--- config.mk ---
export PLATFORM = sky130hd
export DESIGN_NAME = uart_tx_arbiter
export DESIGN_NICKNAME = d
export VERILOG_FILES = /design/src/rtl/uart_tx_arbiter.sv
export SDC_FILE = /design/constraint.sdc
export NUM_CORES = 1
export LEC_CHECK = 0
export BUFFER_PORTS_ARGS = -buffer_cell sky130_fd_sc_hd__buf_4
export CAP_MARGIN = 20
export CORE_AREA = 2 2 102 104
export DETAILED_ROUTE_END_ITERATION = 6
export DIE_AREA = 0 0 104 106
export PLACE_DENSITY = 0.47
export SYNTH_ARGS = -nofsm -noshare
export SYNTH_HDL_FRONTEND = slang
export SYNTH_SLANG_ARGS = --single-unit
--- constraint.sdc ---
create_clock -name clk -period 3.3 [get_ports clk]
set_clock_uncertainty 0.1 [all_clocks]
set_input_delay 0.99 -clock clk [delete_from_list [all_inputs] [get_ports clk]]
set_output_delay 0.99 -clock clk [all_outputs]
set_load 0.02 [all_outputs]
--- src/rtl/uart_tx_arbiter.sv ---
// Purpose: round-robin arbiter/sequencer sharing one uart_tx byte transmitter among NUM_REQ byte streams, with per-frame grant lock.
// Latency: req_valid in cycle t gives registered grant/tx_start/req_ready in cycle t+1; one idle cycle minimum between owners.
// Backpressure: tx_start is held with stable tx_data until tx_ready accepts it; requesters hold their byte until req_ready pulses.
module uart_tx_arbiter #(
    parameter int NUM_REQ      = 4,
    parameter int MAX_BURST    = 16,
    parameter int HOLD_TIMEOUT = 255
) (
    input  logic                 clk,
    input  logic                 rst,
    input  logic [NUM_REQ-1:0]   req_valid,
    input  logic [8*NUM_REQ-1:0] req_data,
    input  logic [NUM_REQ-1:0]   req_last,
    output logic [NUM_REQ-1:0]   req_ready,
    output logic [7:0]           tx_data,
    output logic                 tx_start,
    input  logic                 tx_ready,
    output logic [NUM_REQ-1:0]   grant,
    output logic                 busy
);

    localparam int IW = (NUM_REQ > 1) ? $clog2(NUM_REQ) : 1;

    typedef enum logic [1:0] {
        S_IDLE  = 2'd0,
        S_ISSUE = 2'd1,
        S_DRAIN = 2'd2,
        S_HOLD  = 2'd3
    } state_t;

    state_t          state;
    logic [IW-1:0]   rr_ptr;
    logic [IW-1:0]   owner;
    logic            last_flag;
    logic            drain_first;
    logic [7:0]      byte_cnt;
    logic [7:0]      hold_cnt;

    logic [7:0]      req_byte [NUM_REQ];
    logic            pick_found;
    logic [IW-1:0]   pick_idx;
    logic [IW-1:0]   ptr_after_owner;
    logic            burst_done;
    logic            owner_valid;
    logic [7:0]      byte_cnt_inc;
    logic [7:0]      hold_cnt_inc;
    logic            drain_eval;
    logic            do_release;
    logic            do_latch;
    logic            go_hold;

    function automatic logic [NUM_REQ-1:0] onehot(input logic [IW-1:0] idx);
        logic [NUM_REQ-1:0] v;
        v      = '0;
        v[idx] = 1'b1;
        return v;
    endfunction

    // Split the flat data bus into one byte per requester.
    always_comb begin
        for (int i = 0; i < NUM_REQ; i++) begin
            req_byte[i] = req_data[8*i +: 8];
        end
    end

    // Round-robin pick: first valid requester at or after rr_ptr, wrapping.
    // Scanning from the far end lets the nearest candidate overwrite the rest.
    always_comb begin
        pick_found = 1'b0;
        pick_idx   = '0;
        for (int k = NUM_REQ - 1; k >= 0; k--) begin
            logic [IW-1:0] cand;
            cand = IW'((int'(rr_ptr) + k) % NUM_REQ);
            if (req_valid[cand]) begin
                pick_found = 1'b1;
                pick_idx   = cand;
            end
        end
    end

    // Lock-phase decisions for the current owner; the first DRAIN cycle is
    // skipped because the transmitter still shows ready right after accepting.
    always_comb begin
        ptr_after_owner = (owner == IW'(NUM_REQ - 1)) ? '0 : owner + 1'b1;
        burst_done      = (byte_cnt == 8'(MAX_BURST));
        owner_valid     = req_valid[owner];
        byte_cnt_inc    = burst_done ? byte_cnt : byte_cnt + 8'd1;
        hold_cnt_inc    = hold_cnt + 8'd1;
        drain_eval      = (state == S_DRAIN) && !drain_first && tx_ready;
        do_release      = 1'b0;
        do_latch        = 1'b0;
        go_hold         = 1'b0;
        if (drain_eval) begin
            if (last_flag || burst_done) begin
                do_release = 1'b1;
            end else if (owner_valid) begin
                do_latch = 1'b1;
            end else begin
                go_hold = 1'b1;
            end
        end else if (state == S_HOLD) begin
            if (owner_valid) begin
                do_latch = 1'b1;
            end else if (hold_cnt_inc == 8'(HOLD_TIMEOUT)) begin
                do_release = 1'b1;
            end
        end
    end

    // Sequencer: owns every registered output, the lock state and counters.
    always_ff @(posedge clk) begin
        if (rst) begin
            state       <= S_IDLE;
            rr_ptr      <= '0;
            owner       <= '0;
            last_flag   <= 1'b0;
            drain_first <= 1'b0;
            byte_cnt    <= 8'd0;
            hold_cnt    <= 8'd0;
            req_ready   <= '0;
            tx_data     <= 8'h00;
            tx_start    <= 1'b0;
            grant       <= '0;
            busy        <= 1'b0;
        end else begin
            req_ready <= '0;
            case (state)
                S_IDLE: begin
                    if (pick_found) begin
                        grant     <= onehot(pick_idx);
                        owner     <= pick_idx;
                        req_ready <= onehot(pick_idx);
                        tx_data   <= req_byte[pick_idx];
                        last_flag <= req_last[pick_idx];
                        tx_start  <= 1'b1;
                        byte_cnt  <= 8'd1;
                        busy      <= 1'b1;
                        state     <= S_ISSUE;
                    end
                end
                S_ISSUE: begin
                    if (tx_start && tx_ready) begin
                        tx_start    <= 1'b0;
                        drain_first <= 1'b1;
                        state       <= S_DRAIN;
                    end
                end
                S_DRAIN, S_HOLD: begin
                    if (state == S_DRAIN && drain_first) begin
                        drain_first <= 1'b0;
                    end
                    if (do_release) begin
                        grant  <= '0;
                        busy   <= 1'b0;
                        rr_ptr <= ptr_after_owner;
                        state  <= S_IDLE;
                    end else if (do_latch) begin
                        req_ready <= onehot(owner);
                        tx_data   <= req_byte[owner];
                        last_flag <= req_last[owner];
                        tx_start  <= 1'b1;
                        byte_cnt  <= byte_cnt_inc;
                        state     <= S_ISSUE;
                    end else if (go_hold) begin
                        hold_cnt <= 8'd0;
                        state    <= S_HOLD;
                    end else if (state == S_HOLD) begin
                        hold_cnt <= hold_cnt_inc;
                    end
                end
                default: state <= S_IDLE;
            endcase
        end
    end

endmodule

==> out/summary.md <==
TritonCTS built the clock tree. Clock-pin slew was measured on the worst setup and hold paths at 0.09 ns. Count of warnings emitted by yosys: 0.

For this run, the slowest stage of the critical path takes 0.66 ns. The tools report the cell chosen for the clock root as sky130_fd_sc_hd__clkbuf_8. The die area was 11000 sq um. The part of the total power dissipated in the clock network was 0.210; the via count normalized by instance count was 5.29. The final standard cell utilization of the core is 0.364. The internal portion of the total power is 1.07 mW. The ratio of cells with drive above 1 in the final layout was 0.283.

After the last flow step, the layout net total stands at 464. After detailed routing, the average wire length per cell comes to 16.4 um. Max-cap violations in this run came to 0.

The share of flip-flops with an asynchronous set or reset came out at 0. Grouping stages by cell kind, the critical path spends the most delay in simple AND/OR/NAND/NOR gates. The detail route stage leaves a number of antenna-violating nets equal to 0. Once layout is complete, the cells apart from fillers number 550. CTS saw 42 sinks. Across all hold checks on the routed design, the worst slack comes to 0.359 ns. The data required time of the critical path is 3.41 ns, and the total power density per cell area is 477 nW/um^2. For this block, the via count after detailed routing is 2911. The number of DRC violations after detailed routing was 0; the number of global-route vias before repair was 2921.

The tools report the reg-to-reg critical path startpoint as hold_cnt[0]. The endpoint of the lowest-slack register-to-register path was hold_cnt[2]. For the reg2reg setup slack, the log shows 0.66 ns. The floorplan has 37 rows. For the pin with the worst max-slew slack, the measured transition is 0.855 ns.

The global-route wire length before repair was 14800 um. The growth of design area from synthesis to finish is 26.0%. The run gives 0.426 as the relative max-transition margin.

The net switching component of the power was 0.667 mW; the total number of cells along the worst setup path was 6. Data on the critical path arrives at its endpoint at 2.91 ns. Setup repair after global routing left no endpoint under its margin. The clock passes through at most 2 buffers.

The run gives 0 as the final count of negative-setup-slack endpoints. The worst hold path was traced through 2 stages. The count of endpoints failing hold in the final timing report is 0, and the H-tree depth is 2. The final max-slew violation count was 0. The clock latency on the worst-skew pair came out at 0.30 ns.

The weighted congestion reported at the end of routability-driven placement is 0.793. The critical path is of the in -> reg type. The half-perimeter wire length after placement is 6610 um. STA classifies the critical path startpoint as an input pin.

Number of antenna violations at the first check in global routing: 0. The proportion of power drawn by combinational gates is 0.411. The largest fanout on the critical path is 9.

The standard cell with the maximum stage delay on the critical path was sky130_fd_sc_hd__nor3_1. The TritonCTS buffer count was 5. In this run the post-CTS setup repair buffer count came out at 0.

The highest clock frequency the design can meet is 0.358 GHz. For the synthesized instance count, the log shows 348. The total routed wirelength came out at 9040 um. The class of the tightest hold or removal check was reg -> reg. Each instance of the synthesized netlist takes up on average 8.30 sq um.

Among all flip-flop cells after synthesis, the most frequent one is sky130_fd_sc_hd__dfxtp_1. After routing, the total negative slack on setup checks comes to 0 ns. The switching fraction of total power was 0.384. In the layout the commonest cells are sky130_fd_sc_hd__buf_4 (76), sky130_fd_sc_hd__dfxtp_1 (42), sky130_fd_sc_hd__nand2_1 (29).

The worst path in the final design needs a cycle of 2.79 ns, including I/O delays and setup. The run finished with clean final reports. The tools report the count of TritonRoute iterations in the first routing pass as 4. Walking the worst path, the cells encountered are buf_4, nor4_1, nor3_1, a221oi_1, or3_1, o32ai_1. The number of antenna diodes in the final layout is 0. The first routing iteration left 168 violations. Leakage power: 1.35 nW. Share of the clock period used by the worst path after layout: 0.846.

The synthesized design contains 0 enable-type register cells. The total of flip-flops plus latches after synthesis is 42. The number of different library cells in the post-synthesis netlist was 58; the maximum number of pins on one net before global-route repair was 24. The maximum VDD drop is 0.167 mV, and the cell depth of the worst flop-to-flop path is 7. The total overflow left after global routing is 0. For the number of top-level pins, the log shows 61. The sequential share of power was 0.380; the total global routing track utilization was 0.165. The initial cell density of the core is 0.289.

The worst hold path begins at tx_data[7]. For the post-cts hold buffer count, the log shows 0. Most common cell after layout, fill and taps aside: sky130_fd_sc_hd__buf_4. The number of gates resized after cts came out at 0. The tools report the sort of element at the end of the critical path as a flip-flop. After synthesis the cells add up to 2890 sq um. The path with the worst hold slack has its endpoint at tx_data[7].

After detailed placement, the design holds a cell count of 542. The die is 106 um tall. The width of the die is 104 um. Buffers placed on the I/O ports in this run total 60.

The number of buffer and inverter stages on the critical path came out at 1. The part of the Yosys area used for sequential elements was 0.291. The region available for standard cell placement spans 10000 sq um. When the netlist entered floorplanning its net count stood at 399.
## metal layers
layer / part of all wire / track usage / vias to the layer above
met1: 0.48 / 0.223 / 1374
li1: - / - / 1450
met3: 0.047 / 0.0313 / 10
met5: 0 / 0 / -
met2: 0.46 / 0.268 / 77
met4: 0.015 / 0.0463 / 0
## worst max-delay path by stage
stage	startpoint	end	slack, ns
after floorplan	req_valid[3]	hold_cnt[2]	0.64
after global placement	req_valid[3]	hold_cnt[2]	0.31
after detailed placement	req_valid[1]	tx_data[2]	0.21
after CTS	req_valid[1]	last_flag	0.52
after global routing	req_valid[1]	last_flag	0.33
final	req_valid[1]	last_flag	0.51
## cells by family after synthesis
| group | Yosys count | synth area share |
|---|---|---|
| fa+ha+maj | 8 | 0.0346 |
| compound gates | 106 | 0.271 |
| simple gates | 129 | 0.239 |
| xor+xnor | 3 | 0.00910 |
| flops | 42 | 0.291 |
| buf+inv | 47 | 0.0667 |
| mux | 13 | 0.0888 |
## flip-flops by register name, summed over array words and instances, names as in the netlist, 2 cells and up
register / cells
byte_cnt: 8
grant: 4
hold_cnt: 8
owner: 2
req_ready: 4
rr_ptr: 2
state: 2
tx_data: 8
## per-stage QoR
step | setup slack (ns) | power (mW) | area, sq um
floorplan | 0.637 | 1.11 | 2890
global placement | 0.312 | 1.39 | 3550
detailed placement | 0.206 | 1.38 | 3550
CTS | 0.516 | 1.76 | 3640
global route | 0.334 | 1.85 | 3640
finish | 0.508 | 1.74 | 3640
## cells in the mapped netlist, types with 2 or more instances
cell	count	area [sq um]
sky130_fd_sc_hd__a21o_1	2	15.0
sky130_fd_sc_hd__nand4b_1	2	17.5
sky130_fd_sc_hd__nand3_1	19	95.1
sky130_fd_sc_hd__nor4_1	7	43.8
sky130_fd_sc_hd__and2_1	3	18.8
sky130_fd_sc_hd__xnor2_1	3	26.3
sky130_fd_sc_hd__o22ai_1	7	43.8
sky130_fd_sc_hd__o21ai_1	2	10.0
sky130_fd_sc_hd__a31oi_1	2	12.5
sky130_fd_sc_hd__and3_1	12	75.1
sky130_fd_sc_hd__mux4_2	10	225
sky130_fd_sc_hd__o221ai_1	2	17.5
sky130_fd_sc_hd__mux2i_1	2	20.0
sky130_fd_sc_hd__buf_2	7	35.0
sky130_fd_sc_hd__clkinv_1	2	7.51
sky130_fd_sc_hd__nand2b_1	5	31.3
sky130_fd_sc_hd__o2111ai_1	3	26.3
sky130_fd_sc_hd__a221oi_1	2	17.5
sky130_fd_sc_hd__o21a_1	2	15.0
sky130_fd_sc_hd__o211ai_1	6	45.0
sky130_fd_sc_hd__o31ai_1	2	15.0
sky130_fd_sc_hd__or3_1	6	37.5
sky130_fd_sc_hd__nor2_1	25	93.8
sky130_fd_sc_hd__a21oi_1	18	90.1
sky130_fd_sc_hd__nor2b_1	2	12.5
sky130_fd_sc_hd__o21ai_0	13	65.1
sky130_fd_sc_hd__nand2_1	29	109
sky130_fd_sc_hd__a211oi_1	10	75.1
sky130_fd_sc_hd__dfxtp_1	42	841
sky130_fd_sc_hd__nor3b_1	2	15.0
sky130_fd_sc_hd__nand4_1	2	12.5
sky130_fd_sc_hd__nor3_1	7	35.0
sky130_fd_sc_hd__ha_1	8	100
sky130_fd_sc_hd__inv_1	27	101
sky130_fd_sc_hd__clkbuf_1	9	33.8
sky130_fd_sc_hd__a31o_2	10	87.6
sky130_fd_sc_hd__o32ai_1	15	131
## power by group through the flow
stage / sequential (mW) / clock [mW] / combinational (mW)
after detailed placement: 0.671 / 0 / 0.714
after CTS: 0.659 / 0.381 / 0.715
after floorplan: 0.717 / 0 / 0.397
after global placement: 0.673 / 0 / 0.713
final: 0.659 / 0.364 / 0.714
after global routing: 0.670 / 0.395 / 0.784
## tightest hold or removal path, stage by stage, from the launching register on
cell and delay, ns:
sky130_fd_sc_hd__dfxtp_1 0.31, sky130_fd_sc_hd__inv_1 0.05, sky130_fd_sc_hd__o32ai_1 0.05
## cell type report
cell class              count  area [sq um]
clock buffers               6          82.6
clock inverters             2          12.5
fillers                  1074          6360
inverters                  29           109
multi-input cells         259          1860
flip-flops and latches     42           841
well taps                 136           170
repair buffers             76           571
Note: power is estimated with default switching activity, not from simulation.
